$ cat config.mk
export PLATFORM = sky130hd
export DESIGN_NAME = alu_seq_exec
export DESIGN_NICKNAME = d
export VERILOG_FILES = /design/src/rtl/alu_seq_exec.sv
export SDC_FILE = /design/constraint.sdc
export NUM_CORES = 1
export LEC_CHECK = 0
export CAP_MARGIN = 5
export CORE_MARGIN = 2
export CORE_UTILIZATION = 45
export DETAILED_ROUTE_END_ITERATION = 8
export GPL_TIMING_DRIVEN = 0
export PLACE_DENSITY = 0.72
export SLEW_MARGIN = 20
export SYNTH_ARGS = -nofsm -noshare
export SYNTH_HDL_FRONTEND = slang
export SYNTH_SLANG_ARGS = --single-unit
$ cat constraint.sdc
create_clock -name clk -period 4.88 [get_ports clk]
set_input_delay 0.732 -clock clk [delete_from_list [all_inputs] [get_ports clk]]
set_output_delay 0.732 -clock clk [all_outputs]
set_load 0.01 [all_outputs]
$ cat src/rtl/alu_seq_exec.sv
// alu_seq_exec: sequential ALU execute stage with valid/ready handshakes on both sides.
// Latency: 1 cycle accept->valid_o for non-shift ops and shamt==0; 1+shamt cycles for iterative shifts.
// Backpressure: ready_o is high only in IDLE; the result is held in DONE until ready_i.
//
// Ports:
//   clk, reset        rising-edge clock, synchronous active-high reset
//   valid_i/ready_o   request handshake (ALU_Operation_i, A_i, B_i sampled on accept)
//   valid_o/ready_i   result handshake (ALU_Result_o, Zero_o registered and held)
//
// Build option: define ALU_FAST_SHIFT_EN to replace the one-bit-per-cycle shifter
// with a combinational barrel shifter; the SHIFT state and counter then disappear.
module alu_seq_exec #(
    parameter int DATA_WIDTH  = 32,
    parameter int SHAMT_WIDTH = 5
) (
    input  logic                  clk,
    input  logic                  reset,
    input  logic                  valid_i,
    output logic                  ready_o,
    input  logic [3:0]            ALU_Operation_i,
    input  logic [DATA_WIDTH-1:0] A_i,
    input  logic [DATA_WIDTH-1:0] B_i,
    output logic                  valid_o,
    input  logic                  ready_i,
    output logic [DATA_WIDTH-1:0] ALU_Result_o,
    output logic                  Zero_o
);

    localparam logic [3:0] OP_ADD  = 4'b0000;
    localparam logic [3:0] OP_SUB  = 4'b0001;
    localparam logic [3:0] OP_AND  = 4'b0010;
    localparam logic [3:0] OP_OR   = 4'b0011;
    localparam logic [3:0] OP_XOR  = 4'b0100;
    localparam logic [3:0] OP_SLL  = 4'b0101;
    localparam logic [3:0] OP_SRL  = 4'b0110;
    localparam logic [3:0] OP_SRA  = 4'b0111;
    localparam logic [3:0] OP_SLT  = 4'b1000;
    localparam logic [3:0] OP_SLTU = 4'b1001;
    localparam logic [3:0] OP_LUI  = 4'b1010;

`ifdef ALU_FAST_SHIFT_EN
    typedef enum logic [1:0] {ST_IDLE, ST_DONE} state_t;
`else
    typedef enum logic [1:0] {ST_IDLE, ST_SHIFT, ST_DONE} state_t;
`endif

    state_t                  state_q, state_d;
    logic                    ready_q, ready_d;
    logic                    valid_q, valid_d;
    logic [DATA_WIDTH-1:0]   result_q, result_d;
    logic                    zero_q, zero_d;
`ifndef ALU_FAST_SHIFT_EN
    logic [3:0]              op_q, op_d;
    logic [DATA_WIDTH-1:0]   work_q, work_d;
    logic [SHAMT_WIDTH-1:0]  cnt_q, cnt_d;
`endif

    logic [SHAMT_WIDTH-1:0]  shamt_in;
    logic                    is_shift_in;

    assign shamt_in    = B_i[SHAMT_WIDTH-1:0];
    assign is_shift_in = (ALU_Operation_i == OP_SLL) || (ALU_Operation_i == OP_SRL) ||
                         (ALU_Operation_i == OP_SRA);

    // Single-cycle result. In the iterative build this is only reached for
    // shifts with shamt==0, so shift ops simply pass A through.
    function automatic logic [DATA_WIDTH-1:0] alu_calc(
        input logic [3:0]             op,
        input logic [DATA_WIDTH-1:0]  a,
        input logic [DATA_WIDTH-1:0]  b,
        input logic [SHAMT_WIDTH-1:0] sh
    );
        logic [DATA_WIDTH-1:0] r;
        r = '0;
        case (op)
            OP_ADD:  r = a + b;
            OP_SUB:  r = a - b;
            OP_AND:  r = a & b;
            OP_OR:   r = a | b;
            OP_XOR:  r = a ^ b;
`ifdef ALU_FAST_SHIFT_EN
            OP_SLL:  r = a << sh;
            OP_SRL:  r = a >> sh;
            OP_SRA:  r = $unsigned($signed(a) >>> sh);
`else
            OP_SLL, OP_SRL, OP_SRA: r = a;
`endif
            OP_SLT:  r = {{(DATA_WIDTH-1){1'b0}}, ($signed(a) < $signed(b))};
            OP_SLTU: r = {{(DATA_WIDTH-1){1'b0}}, (a < b)};
            OP_LUI:  r = b;
            default: r = '0;
        endcase
`ifndef ALU_FAST_SHIFT_EN
        r = r | (sh & '0);  // shamt only matters to the barrel variant
`endif
        return r;
    endfunction

`ifndef ALU_FAST_SHIFT_EN
    // One bit of shift per cycle in the direction chosen by the latched opcode.
    function automatic logic [DATA_WIDTH-1:0] shift_one(
        input logic [3:0]            op,
        input logic [DATA_WIDTH-1:0] w
    );
        logic [DATA_WIDTH-1:0] r;
        case (op)
            OP_SLL:  r = {w[DATA_WIDTH-2:0], 1'b0};
            OP_SRL:  r = {1'b0, w[DATA_WIDTH-1:1]};
            OP_SRA:  r = {w[DATA_WIDTH-1], w[DATA_WIDTH-1:1]};
            default: r = w;
        endcase
        return r;
    endfunction
`endif

    always_comb begin
        state_d  = state_q;
        result_d = result_q;
        zero_d   = zero_q;
`ifndef ALU_FAST_SHIFT_EN
        op_d     = op_q;
        work_d   = work_q;
        cnt_d    = cnt_q;
`endif
        case (state_q)
            ST_IDLE: begin
                if (valid_i) begin
`ifndef ALU_FAST_SHIFT_EN
                    if (is_shift_in && (shamt_in != '0)) begin
                        op_d    = ALU_Operation_i;
                        work_d  = A_i;
                        cnt_d   = shamt_in;
                        state_d = ST_SHIFT;
                    end else
`endif
                    begin
                        result_d = alu_calc(ALU_Operation_i, A_i, B_i, shamt_in);
                        zero_d   = (result_d == '0);
                        state_d  = ST_DONE;
                    end
                end
            end
`ifndef ALU_FAST_SHIFT_EN
            ST_SHIFT: begin
                work_d = shift_one(op_q, work_q);
                cnt_d  = cnt_q - SHAMT_WIDTH'(1);
                // The shift performed while the counter reads 1 is the last one.
                if (cnt_q == SHAMT_WIDTH'(1)) begin
                    result_d = work_d;
                    zero_d   = (work_d == '0);
                    state_d  = ST_DONE;
                end
            end
`endif
            ST_DONE: begin
                if (ready_i) begin
                    state_d = ST_IDLE;
                end
            end
            default: state_d = ST_IDLE;
        endcase
        // Handshake outputs are registered copies of the next state.
        ready_d = (state_d == ST_IDLE);
        valid_d = (state_d == ST_DONE);
    end

    always_ff @(posedge clk) begin
        if (reset) begin
            state_q  <= ST_IDLE;
            ready_q  <= 1'b1;
            valid_q  <= 1'b0;
            result_q <= '0;
            zero_q   <= 1'b0;
`ifndef ALU_FAST_SHIFT_EN
            op_q     <= '0;
            work_q   <= '0;
            cnt_q    <= '0;
`endif
        end else begin
            state_q  <= state_d;
            ready_q  <= ready_d;
            valid_q  <= valid_d;
            result_q <= result_d;
            zero_q   <= zero_d;
`ifndef ALU_FAST_SHIFT_EN
            op_q     <= op_d;
            work_q   <= work_d;
            cnt_q    <= cnt_d;
`endif
        end
    end

    assign ready_o      = ready_q;
    assign valid_o      = valid_q;
    assign ALU_Result_o = result_q;
    assign Zero_o       = zero_q;

endmodule

# Word-level counts from Yosys, hierarchy flattened
# Index checks and enable logic that the tools add are counted.
[word_totals]
register_bits = 78
in_bits = 72
output_inout_bits = 35
wordCells = 76
[op_classes]
addsub = 3
order_cmp = 2
n_eq_ne = 21
muxes = 25
bitwise_logic = 3
reduce_logical = 14
[ops]
columns = ["op", "n"]
rows = [
  ["2-to-1 mux 32 bit", 9],
  ["case mux 32 bit (9 select lines)", 1],
  ["case mux 32 bit (2 select lines)", 2],
  ["case mux 32 bit (3 select lines)", 1],
  ["zero test 32 bit", 2],
  ["less-than comparator 32 bit", 2],
  ["adder 32 bit", 1],
  ["AND 32 bit", 1],
  ["OR 32 bit", 1],
  ["subtractor 32 bit", 1],
  ["bitwise XOR 32 bit", 1],
  ["equality test 4 x 3 -> 1 bit, second input constant", 7],
  ["equality test 4 bit, second input constant", 3],
  ["2-to-1 mux 5 bit", 2],
  ["case mux 5 bit (2 select lines)", 1],
  ["equality test 4 x 2 -> 1 bit, second input constant", 2],
  ["2-to-1 mux 2 bit", 4],
  ["inequality test 2 bit, second input constant", 4],
  ["case mux 2 bit (3 select lines)", 1],
  ["AND reduction 3 bit", 2],
  ["equality test 5 x 1 -> 1 bit, second input constant", 1],
  ["nonzero test 5 bit", 1],
  ["subtractor 5 x 1 -> 5 bit, second input constant", 1],
  ["equality test 2 bit, second input constant", 2],
  ["other kinds (11)", 15],
]

# Depth between registers and ports, before layout
# Gate-level depths: netlist of run 1.
[depth]
word_depth = 11
ltp_mapped = 15
depth_no_buf = 14

# Worst setup path after synthesis of run 1
# No wires, ideal clock.
[synth_timing]
path_kind = "input to register"
start = "input port A_i[1]"
end = "register zero_q (netlist: Zero_o)"
setup_time_ns = 0.087
t_arrival_ns = 3.651
required_ns = 4.793
slack_ns = 1.142
stages = 13
n_path_buf = 0
path_cell_list = "inv_1 ha_1 a21o_1 nand4_1 a2111o_2 and2_1 o311a_1 nor2_1 or4_4 mux2i_1 o21ai_1 or4b_1 o31ai_1"
[synth_via]
elab_chain_cells = 9
word_cells_on_any_way = 15
cone_classes = "2 x add/sub; 2 x order compare; 7 x mux; 3 x bitwise; 1 x reduce/logical"
[synth_rtl]
columns = ["element", "line_no", "rtl"]
rows = [
  ["start: declaration", "21", "input logic [DATA_WIDTH-1:0] A_i,"],
  ["subtractor 32 bit (tied with other cells)", "77", "OP_SUB: r = a - b;"],
  ["case mux 32 bit (9 select lines) *", "75", "case (op)"],
  ["2-to-1 mux 32 bit *", "129", "if (is_shift_in && (shamt_in != '0)) begin"],
  ["2-to-1 mux 32 bit *", "127", "if (valid_i) begin"],
  ["2-to-1 mux 32 bit *", "125", "case (state_q)"],
  ["zero test 32 bit *", "138", "zero_d = (result_d == '0);"],
  ["2-to-1 mux 1 bit *", "129", ""],
  ["2-to-1 mux 1 bit *", "127", ""],
  ["case mux 1 bit (2 select lines) *", "125", ""],
  ["end signal: assignment", "184", "zero_q <= zero_d;"],
  ["end: declaration", "51", "logic zero_q, zero_d;"],
]
# Mark *: on every way between the ends. The rest lies on a longest branch, timed or not. The select of a mux whose other input is x is not followed.
# A chain may end at the register's enable or synchronous reset.

# Worst setup path in the final report of run 1
[layout_timing]
start = "input port A_i[11]"
end = "register zero_q (netlist: Zero_o)"
# Same word-level chain as after synthesis.

==> results of run 1 <==
-- cells in the final DEF (no fill, tap or decap), types with 10 or more instances in the layout --
cell / Yosys / routed
nand3_1: 30 / 30
a22oi_1: 46 / 46
ha_1: 98 / 98
a221oi_1: 35 / 34
o22ai_1: 13 / 13
clkbuf_1: 78 / 75
a21oi_1: 142 / 141
nand2_1: 163 / 162
inv_1: 105 / 105
mux2i_1: 22 / 22
clkdlybuf4s50_1: 0 / 98
nor2_1: 146 / 143
xnor2_1: 10 / 10
nor2b_1: 17 / 17
o31ai_1: 16 / 15
nand2b_1: 14 / 14
dfxtp_1: 78 / 78
a31oi_1: 20 / 20
buf_2: 27 / 27
nand4_1: 14 / 14
a222oi_1: 15 / 15
a211oi_1: 20 / 19
nor3_1: 27 / 26
nor4_1: 25 / 19
a21o_1: 20 / 20
o211ai_1: 25 / 25
o21ai_0: 61 / 61
-- report_power, final --
group / total (mW) / internal [mW] / switching [mW]
Combinational: 1.21 / 0.423 / 0.786
Clock: 0.710 / 0.413 / 0.297
Sequential: 0.700 / 0.673 / 0.0272
Total: 2.62 / 1.51 / 1.11
-- cell families (layout without fill, tap and decap cells) --
| logic type | Yosys count | after routing |
|---|---|---|
| and+or+nand+nor | 491 | 491 |
| DFF | 78 | 78 |
| buffers and inverters | 223 | 345 |
| adders and majority gates | 100 | 100 |
| AOI/OAI and AO/OA | 537 | 537 |
| xor gates and xnor gates | 12 | 12 |
| muxes | 24 | 24 |
-- Yosys cell counts (17+ instances only) --
cell        n  area, um2
nand2_1   163        612
nor2b_1    17        106
nor2_1    146        548
inv_1     105        394
a221oi_1   35        307
o21ai_0    61        305
buf_2      27        135
a21oi_1   142        711
mux2i_1    22        220
dfxtp_1    78       1560
nor3_1     27        135
a211oi_1   20        150
nor4_1     25        156
a21o_1     20        150
a22oi_1    46        345
ha_1       98       1230
a31oi_1    20        125
clkbuf_1   78        293
o211ai_1   25        188
nand3_1    30        150
-- state kept, by name, indices dropped and copies added (netlist names) --
name / count
cnt_q: 5
ready_o: 1
valid_o: 1
op_q: 4
Zero_o: 1
state_q: 2
work_q: 32
ALU_Result_o: 32
-- final timing paths --
| check | from | end | cells past startpoint |
|---|---|---|---|
| worst max register to register | cnt_q[0]$_SDFFE_PP0P_ | Zero_o$_SDFFE_PP0P_ | 11 |
| worst min-delay path | ALU_Result_o[6]$_SDFFE_PP0P_ | ALU_Result_o[6]$_SDFFE_PP0P_ | 2 |
| worst max-delay path | A_i[11] | Zero_o$_SDFFE_PP0P_ | 14 |
| worst min register to register | ALU_Result_o[6]$_SDFFE_PP0P_ | ALU_Result_o[6]$_SDFFE_PP0P_ | 2 |
-- worst register-to-register path, stage by stage (launching register included) --
cell,delay [ns]
dfxtp_1,0.40
ha_1,0.16
or4b_1,0.48
o22ai_1,0.19
a21oi_1,0.15
a2111oi_0,0.47
o2111ai_1,0.16
nor4_1,0.45
nand4_1,0.20
nor4_2,0.35
nand4_1,0.14
o31ai_1,0.24
-- through the flow --
step	setup TNS, ns	cells	hold WS (ns)
6_report	0	1867	0.453
4_1_cts	0	1863	0.452
3_5_place_dp	-1.73	1847	0.443
3_3_place_gp	-1.79	1846	0.441
2_1_floorplan	0	1465	0.432
5_1_grt	-0.0143	1867	0.478
-- what timing repair did --
action	in CTS	in global routing
setup endpoints to repair	2	2
gates resized for setup	3	28
pin swaps	0	4
buffers inserted	0	4
-- layer usage --
metal / GRT usage / up-vias / share of wire / wire length [um]
met1: 0.570 / 5976 / 0.40 / 20400
li1: - / 5665 / - / -
met2: 0.626 / 968 / 0.42 / 21200
met3: 0.105 / 179 / 0.13 / 6610
met4: 0.184 / 0 / 0.054 / 2780
met5: 0 / - / 0 / 0
-- cell type report --
type                            count  area (um2)  share of cell area
Clock buffer                       10         239              0.0199
Multi-Input combinational cell   1164        7840               0.652
Inverter                          108         405              0.0337
Tap cell                          280         350              0.0291
Timing Repair Buffer              106        1060              0.0881
Sequential cell                    78        1560               0.130
Buffer                            115         497              0.0413
Clock inverter                      6        70.1             0.00583
==> impl_metrics.csv, run 1 <==
group,metric,value,unit
setup_path,crit_type,"in2reg",
cells_and_area,fillers,2199,
cells_and_area,finalInstanceArea,12000,um2
timing,finalMaxSlewViolations,0,
yosys,synth.mux.area_fraction,0.0239,
power,p_leak,4.75,nW
yosys,syn_inst,1465,
setup_path,cpPeakStageDelay,0.70,ns
place,port_buffers,101,
yosys,synthDistinctLibCells,94,
setup_path,crit_path_end_kind,"flop",
global_routing,grt_usage,0.418,
route,drtPass1Iterations,6,
cells_and_area,nets,1754,
power,power.total,2.62,mW
yosys,synth_warnings,0,
setup_path,crit_chain,"clkdlybuf4s50_1 > inv_1 > ha_1 > inv_1 > a21oi_1 > o31ai_1 > a21oi_1 > o211ai_1 > a41oi_1 > o211ai_1 > a31oi_1 > nand2_1 > or4b_1 > o31ai_1",
setup_path,crit_required,5.14,ns
timing,fin_worst_skew,0.00527,ns
place,place_congestion,1.07,
setup_path,cp_max_fo,6,
route,wl_per_cell,27.3,um
route,drtIter0Drc,1742,
die,start_util,0.461,
global_routing,grt_antenna_before_repair,0,
worst_hold_path,worstHoldPathType,"reg2reg",
setup_path,cp.arrival,4.97,ns
yosys,synth-simple-area-share,0.226,
route,drtAntennaViolNets,0,
yosys,synth_compound_area_frac,0.373,
die,dieWidth,154,um
route,vias,12800,
timing,clock.fmax,0.213,GHz
yosys,synth_top_family_by_area,"compound AO/OA/AOI/OAI gates",
clock_tree,clkSlewWorstSetupHoldPaths,0.06,ns
timing,post-route-period-util,0.964,
cells_and_area,antennaDiodeCount,0,
global_routing,grt_pass1_wl,75400,um
power,peakVddDrop,0.175,mV
global_routing,grt_max_degree,15,
place,dp_hpwl,39600,um
yosys,synthesis.nets,1637,
route,drc_errors,0,
yosys,seq_area_frac_synth,0.154,
clock_tree,clkLatencyLatePin,0.35,ns
timing,worstMarginPinSlew,1.19,ns
yosys,syn-cell-area,10200,um2
die,dieArea,23800,um2
cells_and_area,final_core_util,0.546,
timing,hold_viol_final,0,
die,io-pin-count,107,
status,status,"completed",
yosys,async_flop_share,0,
yosys,synth-main-ff-cell,"dfxtp_1",
setup_path,critPathTopFamily,"compound AO/OA/AOI/OAI gates",
timing,relSlewSlack,0.207,
cells_and_area,area_growth,18.3,%
die,rows,54,
die,core_area,22000,um2
die,die_height,154,um
job,drv_cap,0,
global_routing,grt_overflow,0,
yosys,synthAdderAreaFrac,0.125,
yosys,synth-seq-cells,78,
route,vias_per_cell,6.85,
yosys,synth.avg_cell_area,6.94,um2
timing,setup_violations,0,
cells_and_area,drive_gt1_frac,0.0718,
clock_tree,cts_num_sinks,78,
power,powerDensity,218,nW/um2
place,dpl_cell_area,11600,um2
timing,fin_crit,4.71,ns
clock_tree,cts_buffers,9,
yosys,synthXorXnorAreaFrac,0.0103,
yosys,synth-edff-count,0,
setup_path,cp.buffers_inverters,3,
setup_path,reg2reg_setup_slack,1.40,ns
clock_tree,cts_buffer_depth,2,
setup_path,start_kind,"primary input",
route,routed_wl,51000,um
clock_tree,htreeDepth,3,
global_routing,grt_pass1_vias,11900,
clock_tree,hold_buffers,0,
timing,fin_ws,0.174,ns
clock_tree,cts_tree,"built",
setup_path,slowest_stage,"clkdlybuf4s50_1",
clock_tree,cts_root_buffer,"clkbuf_16",
place,post-place-ws,-0.734,ns
(Power assumes the default switching activity.)
==> inputs of run 2 (changes only) <==
--- a/config.mk
+++ b/config.mk
@@ -7,10 +7,10 @@
 export LEC_CHECK = 0
 export CAP_MARGIN = 5
 export CORE_MARGIN = 2
-export CORE_UTILIZATION = 45
+export CORE_UTILIZATION = 50
 export DETAILED_ROUTE_END_ITERATION = 8
 export GPL_TIMING_DRIVEN = 0
-export PLACE_DENSITY = 0.72
+export PLACE_DENSITY = 0.78
 export SLEW_MARGIN = 20
 export SYNTH_ARGS = -nofsm -noshare
 export SYNTH_HDL_FRONTEND = slang
==> run 2 against run 1 <==
  * Cell area barely moved
  * Non-clock buffer count decreased by 2
  * Register-to-register slack improved by 0.05 ns
  * Clock skew is 0.00064 ns higher
==> impl_metrics.csv, run 2 (synthesis results as in run 1) <==
group,metric,value,unit
route,wl_per_cell,26.9,um
setup_path,reg2reg_setup_slack,1.45,ns
global_routing,use_met1,0.586,
die,core_area,20100,um2
power,switching_share,0.401,
global_routing,busiest_layer,"met2",
global_routing,grt_overflow,0,
setup_path,crit_type,"in2reg",
global_routing,grt_max_degree,15,
clock_tree,cts_num_sinks,78,
timing,rsz0062_at_grt,"no",
die,dieWidth,147,um
timing,worstMarginPinSlew,1.25,ns
die,io-pin-count,107,
worst_hold_path,min_from,"ALU_Result_o[2]$_SDFFE_PP0P_",
route,routed_wl,49900,um
clock_tree,clkLatencyLatePin,0.35,ns
power,peakVddDrop,0.183,mV
setup_path,r2r.worst_path.cells,12,
status,status,"completed",
cells_and_area,nets,1752,
cells_and_area,final_common_cell,"nand2_1",
timing,fin_crit,4.76,ns
power,powerDensity,229,nW/um2
setup_path,rr_endpoint,"Zero_o$_SDFFE_PP0P_",
setup_path,cp.arrival,5.03,ns
power,p_leak,4.76,nW
place,dp_hpwl,38500,um
clock_tree,cts_buffers,9,
timing,hold_viol_final,0,
cells_and_area,layout_common_cells,"163 x nand2_1, 143 x nor2_1, 140 x a21oi_1, 105 x inv_1, 99 x clkdlybuf4s50_1",
die,dieArea,21500,um2
route,drtPass1Iterations,7,
global_routing,grt_usage,0.449,
timing,setup_violations,0,
route,drtAntennaViolNets,0,
die,rows,52,
cells_and_area,antennaDiodeCount,0,
die,die_height,147,um
clock_tree,hold_buffers,0,
power,p_sw,1.10,mW
clock_tree,cts_tree,"built",
global_routing,gr-usage-met3,0.133,
timing,hold_slack,0.452,ns
clock_tree,cts_root_buffer,"clkbuf_16",
power,p_comb_frac,0.435,
timing,post-route-period-util,0.976,
place,dpl_cell_area,11500,um2
worst_hold_path,min_to,"ALU_Result_o[2]$_SDFFE_PP0P_",
global_routing,grt_antenna_before_repair,1,
setup_path,r2r_start,"op_q[2]$_SDFFE_PP0P_",
worst_hold_path,min_path_cells,2,
global_routing,grt_pass1_wl,73600,um
power,power.share.clock,0.310,
cells_and_area,fillers,1957,
power,p_int,1.65,mW
timing,fin_worst_skew,0.00591,ns
power,seqPwrFrac,0.254,
setup_path,crit_path_end_kind,"flop",
setup_path,start_kind,"primary input",
global_routing,grt_pass1_vias,12000,
place,place_congestion,1.07,
place,port_buffers,101,
cells_and_area,multi_input_area,7810,um2
route,drc_errors,0,
cells_and_area,drive_gt1_frac,0.0656,
timing,relSlewSlack,0.161,
timing,clock.fmax,0.210,GHz
route,vias_per_cell,6.95,
cells_and_area,regArea,1560,um2
clock_tree,htreeDepth,3,
clock_tree,cts_buffer_depth,2,
setup_path,crit_required,5.15,ns
route,drtIter0Drc,1879,
power,power.total,2.75,mW
cells_and_area,finalInstanceArea,12000,um2
clock_tree,clkSlewWorstSetupHoldPaths,0.06,ns
cells_and_area,area_growth,18.3,%
job,drv_cap,0,
global_routing,met2_usage,0.657,
timing,finalMaxSlewViolations,0,
setup_path,cp_max_fo,10,
worst_hold_path,worstHoldPathType,"reg2reg",
die,start_util,0.505,
route,vias,12900,
## run 2: cell count changes in the layout (fill, tap and decap cells not counted), moves of 2 or more
cell / delta
clkbuf_2: -3
nor4_1: +3
bufinv_16: +3
clkinvlp_4: -2
nor4_2: -3
## run 2: power groups by stage
stage,sequential [mW],clock [mW],combinational (mW)
final,0.699,0.853,1.20
after global routing,0.703,0.864,1.26
after CTS,0.698,0.841,1.13
after detailed placement,0.712,0,1.12
after global placement,0.711,0,1.11
after floorplan,0.718,0,0.680
## run 2: critical path, stage by stage
cell,delay (ns)
clkdlybuf4s50_1,0.75
inv_1,0.10
ha_1,0.35
clkbuf_1,0.41
nand4_1,0.36
nor2_1,0.18
nand2_1,0.08
a41oi_2,0.40
nor4_1,0.09
a21oi_1,0.20
xnor2_1,0.16
o221ai_1,0.35
nor2_1,0.19
or4b_1,0.44
o31ai_1,0.23
## run 2: repair_timing
item / CTS / global route
pin swaps: 0 / 1
setup endpoints to repair: 1 / 2
endpoints found under the hold margin: 0 / 0
gates resized for setup: 2 / 16
buffers inserted: 0 / 3
## run 2: how the worst max path moves through the flow
| stage | startpoint | endpoint | slack (ns) | cells after the start |
|---|---|---|---|---|
| 2_1_floorplan | A_i[1] | Zero_o$_SDFFE_PP0P_ | 1.14 | 13 |
| 3_3_place_gp | A_i[10] | Zero_o$_SDFFE_PP0P_ | -0.66 | 15 |
| 3_5_place_dp | A_i[10] | Zero_o$_SDFFE_PP0P_ | -0.61 | 15 |
| 4_1_cts | A_i[0] | Zero_o$_SDFFE_PP0P_ | 0.07 | 14 |
| 5_1_grt | A_i[4] | Zero_o$_SDFFE_PP0P_ | 0.007 | 14 |
| 6_report | A_i[17] | Zero_o$_SDFFE_PP0P_ | 0.12 | 15 |
## run 2: area by class of cell
type,count,area share
multi-input cells,1164,0.649
flip-flops and latches,78,0.130
repair buffers,105,0.0873
plain buffers,114,0.0407
inverters,108,0.0337
well taps,270,0.0281
clock buffers,9,0.0187
clock inverters,7,0.0121
## run 2: routing by layer
layer,wire (um),share of wire
met5,12,0.00024
met4,3540,0.071
met3,6950,0.14
met2,20400,0.41
met1,19000,0.38
## run 2: metrics by stage
| step | TNS, ns | worst slack (ns) | cells | util |
|---|---|---|---|---|
| detailed placement | -1.21 | -0.606 | 1837 | 0.574 |
| CTS | 0 | 0.0739 | 1853 | 0.593 |
| floorplan | 0 | 1.14 | 1465 | - |
| global route | 0 | 0.00730 | 1855 | 0.598 |
| finish | 0 | 0.118 | 1855 | 0.598 |
| global placement | -1.38 | -0.665 | 1836 | 0.573 |
==> inputs of run 3 (changes only) <==
--- a/config.mk
+++ b/config.mk
@@ -11,6 +11,7 @@
 export DETAILED_ROUTE_END_ITERATION = 8
 export GPL_TIMING_DRIVEN = 0
 export PLACE_DENSITY = 0.78
+export SETUP_SLACK_MARGIN = 0.3
 export SLEW_MARGIN = 20
 export SYNTH_ARGS = -nofsm -noshare
 export SYNTH_HDL_FRONTEND = slang
==> run 3 against run 2 <==
  * Setup slack improved by 0.23 ns
  * Die area unchanged
  * Combinational power increased by 3%
  * Power rose by 1.2%
  * Clock-buffer cell count did not move
  * Global-route usage is 0.086 points higher
  * Clock power decreased by 1%
  * Non-clock buffer count grew 10
  * Core utilization grew 1.5 points
  * Sequential power is essentially flat
  * Final cell count grew 0.54%
  * Sequential cell count unchanged
  * Largest cell class unchanged
  * Highest routed layer unchanged
==> impl_metrics.csv, run 3 (synthesis results as in run 1) <==
group,metric,value,unit
clock_tree,cts_root_buffer,"clkbuf_16",
route,drtPass1Iterations,7,
die,die_height,147,um
place,post-place-ws,-0.606,ns
worst_hold_path,worstHoldPathType,"reg2reg",
setup_path,r2r_start,"op_q[2]$_SDFFE_PP0P_",
cells_and_area,layout_common_cells,"162 x nand2_1, 142 x nor2_1, 135 x a21oi_1, 105 x inv_1, 96 x ha_1",
status,status,"completed",
cells_and_area,nets,1762,
setup_path,crit_path_end_kind,"flop",
setup_path,crit_chain,"buf_2 > nor3_1 > and2_0 > clkbuf_1 > clkbuf_1 > and3_1 > mux2i_1 > nand2_1 > a21oi_1 > a211oi_1 > a21oi_1 > nor2_1",
timing,fin_tns_setup,0,ns
setup_path,rr_endpoint,"Zero_o$_SDFFE_PP0P_",
die,rows,52,
cells_and_area,drive_gt1_frac,0.0940,
cells_and_area,area_growth,21.3,%
route,vias_per_cell,7.00,
place,port_buffers,101,
timing,fin_crit,4.53,ns
cells_and_area,final_core_util,0.613,
route,drc_errors,0,
place,dp_cells,1837,
setup_path,critPathTopFamily,"simple AND/OR/NAND/NOR gates",
timing,rsz0062_at_grt,"no",
place,place_congestion,1.07,
worst_hold_path,min_from,"ALU_Result_o[2]$_SDFFE_PP0P_",
setup_path,cpPeakStageDelay,0.95,ns
place,dp_hpwl,38500,um
timing,finalMaxSlewViolations,0,
clock_tree,clkLatencyLatePin,0.34,ns
setup_path,cp.arrival,4.81,ns
cells_and_area,fin_cells,1865,
setup_path,crit_cells,12,
setup_path,start_kind,"primary input",
timing,relSlewSlack,0.219,
worst_hold_path,min_path_cells,2,
global_routing,grt_max_degree,15,
global_routing,grt_pass1_wl,73700,um
timing,hold_slack,0.452,ns
clock_tree,cts_num_sinks,78,
die,core_area,20100,um2
route,drtAntennaViolNets,0,
worst_hold_path,min_to,"ALU_Result_o[2]$_SDFFE_PP0P_",
timing,post-route-period-util,0.929,
route,routed_wl,50200,um
power,peakVddDrop,0.182,mV
setup_path,cp.buffers_inverters,3,
setup_path,crit_type,"in2reg",
route,vias,13000,
global_routing,grt_antenna_before_repair,2,
cells_and_area,final_common_cell,"nand2_1",
timing,hold_viol_final,0,
die,start_util,0.505,
timing,setup_violations,0,
setup_path,reg2reg_setup_slack,1.46,ns
power,powerDensity,226,nW/um2
setup_path,cp_max_fo,10,
job,drv_cap,0,
timing,worstMarginPinSlew,1.16,ns
timing,clock.fmax,0.221,GHz
die,io-pin-count,107,
power,p_leak,4.94,nW
timing,fin_ws,0.349,ns
setup_path,r2r.worst_path.cells,11,
die,dieArea,21500,um2
route,wl_per_cell,26.9,um
global_routing,grt_pass1_vias,12000,
route,drtIter0Drc,1900,
clock_tree,cts_buffers,9,
clock_tree,cts_buffer_depth,2,
clock_tree,clkSlewWorstSetupHoldPaths,0.06,ns
global_routing,grt_usage,0.450,
global_routing,grt_overflow,0,
timing,fin_worst_skew,0.00465,ns
setup_path,crit_required,5.16,ns
clock_tree,cts_tree,"built",
die,dieWidth,147,um
setup_path,slowest_stage,"nor3_1",
clock_tree,htreeDepth,3,
cells_and_area,antennaDiodeCount,0,
run 3: cell types whose count changed in the layout (fill, tap and decap cells not counted), sizes merged:
cell,before,now
clkbuf,86,89
buf,41,48
dlymetal6s2s,2,12
dlygate4sd2,0,3
clkdlybuf4s50,99,86
run 3: cell type report:
class,instances,area [um2]
inverter,108,405
clock inverter,7,145
fill,1927,7780
multi-input combinational,1164,8010
buffer,115,504
timing repair buffer,114,1140
clock buffer,9,225
sequential,78,1560
tap,270,338
run 3: worst max-delay path by stage:
stage                                  start                       endpoint  slack [ns]
after floorplan                       A_i[1]            Zero_o$_SDFFE_PP0P_        1.14
after global placement               A_i[10]            Zero_o$_SDFFE_PP0P_       -0.66
after detailed placement             A_i[10]            Zero_o$_SDFFE_PP0P_       -0.61
after CTS                             A_i[7]            Zero_o$_SDFFE_PP0P_        0.31
after global routing                 A_i[13]            Zero_o$_SDFFE_PP0P_        0.25
final                     ALU_Operation_i[1]  ALU_Result_o[23]$_SDFFE_PP0P_        0.35
run 3: routing by layer:
layer	part of all wire	vias to the layer above	track usage
met1	0.38	6057	0.591
li1	-	5691	-
met3	0.13	228	0.129
met5	0.00024	-	0
met4	0.071	2	0.258
met2	0.41	1070	0.658
run 3: worst min-delay path, delay by kind of cell, from the launching register on:
kind	cells	cell delay, ns
AND/OR/NAND/NOR	1	0.05
AO/OA/AOI/OAI	1	0.05
flip-flops	1	0.31
run 3: what timing repair did:
action	4_1_cts	5_1_grt
pin swaps	0	16
setup endpoints to repair	5	7
hold buffers	0	0
resized for setup	12	69
setup buffers	0	12
run 3: stage by stage:
stage          total power, mW  cell area [um2]
3_3_place_gp              1.82            11500
2_1_floorplan             1.40            10200
5_1_grt                   2.87            12300
4_1_cts                   2.67            12000
6_report                  2.78            12300
3_5_place_dp              1.83            11500
run 3: report_power, final:
part | leakage, nW | switching, mW | internal (mW) | total [mW]
Sequential | 0.635 | 0.0265 | 0.673 | 0.699
Combinational | 4.13 | 0.801 | 0.440 | 1.24
Clock | 0.176 | 0.289 | 0.554 | 0.843
Total | 4.94 | 1.12 | 1.67 | 2.78
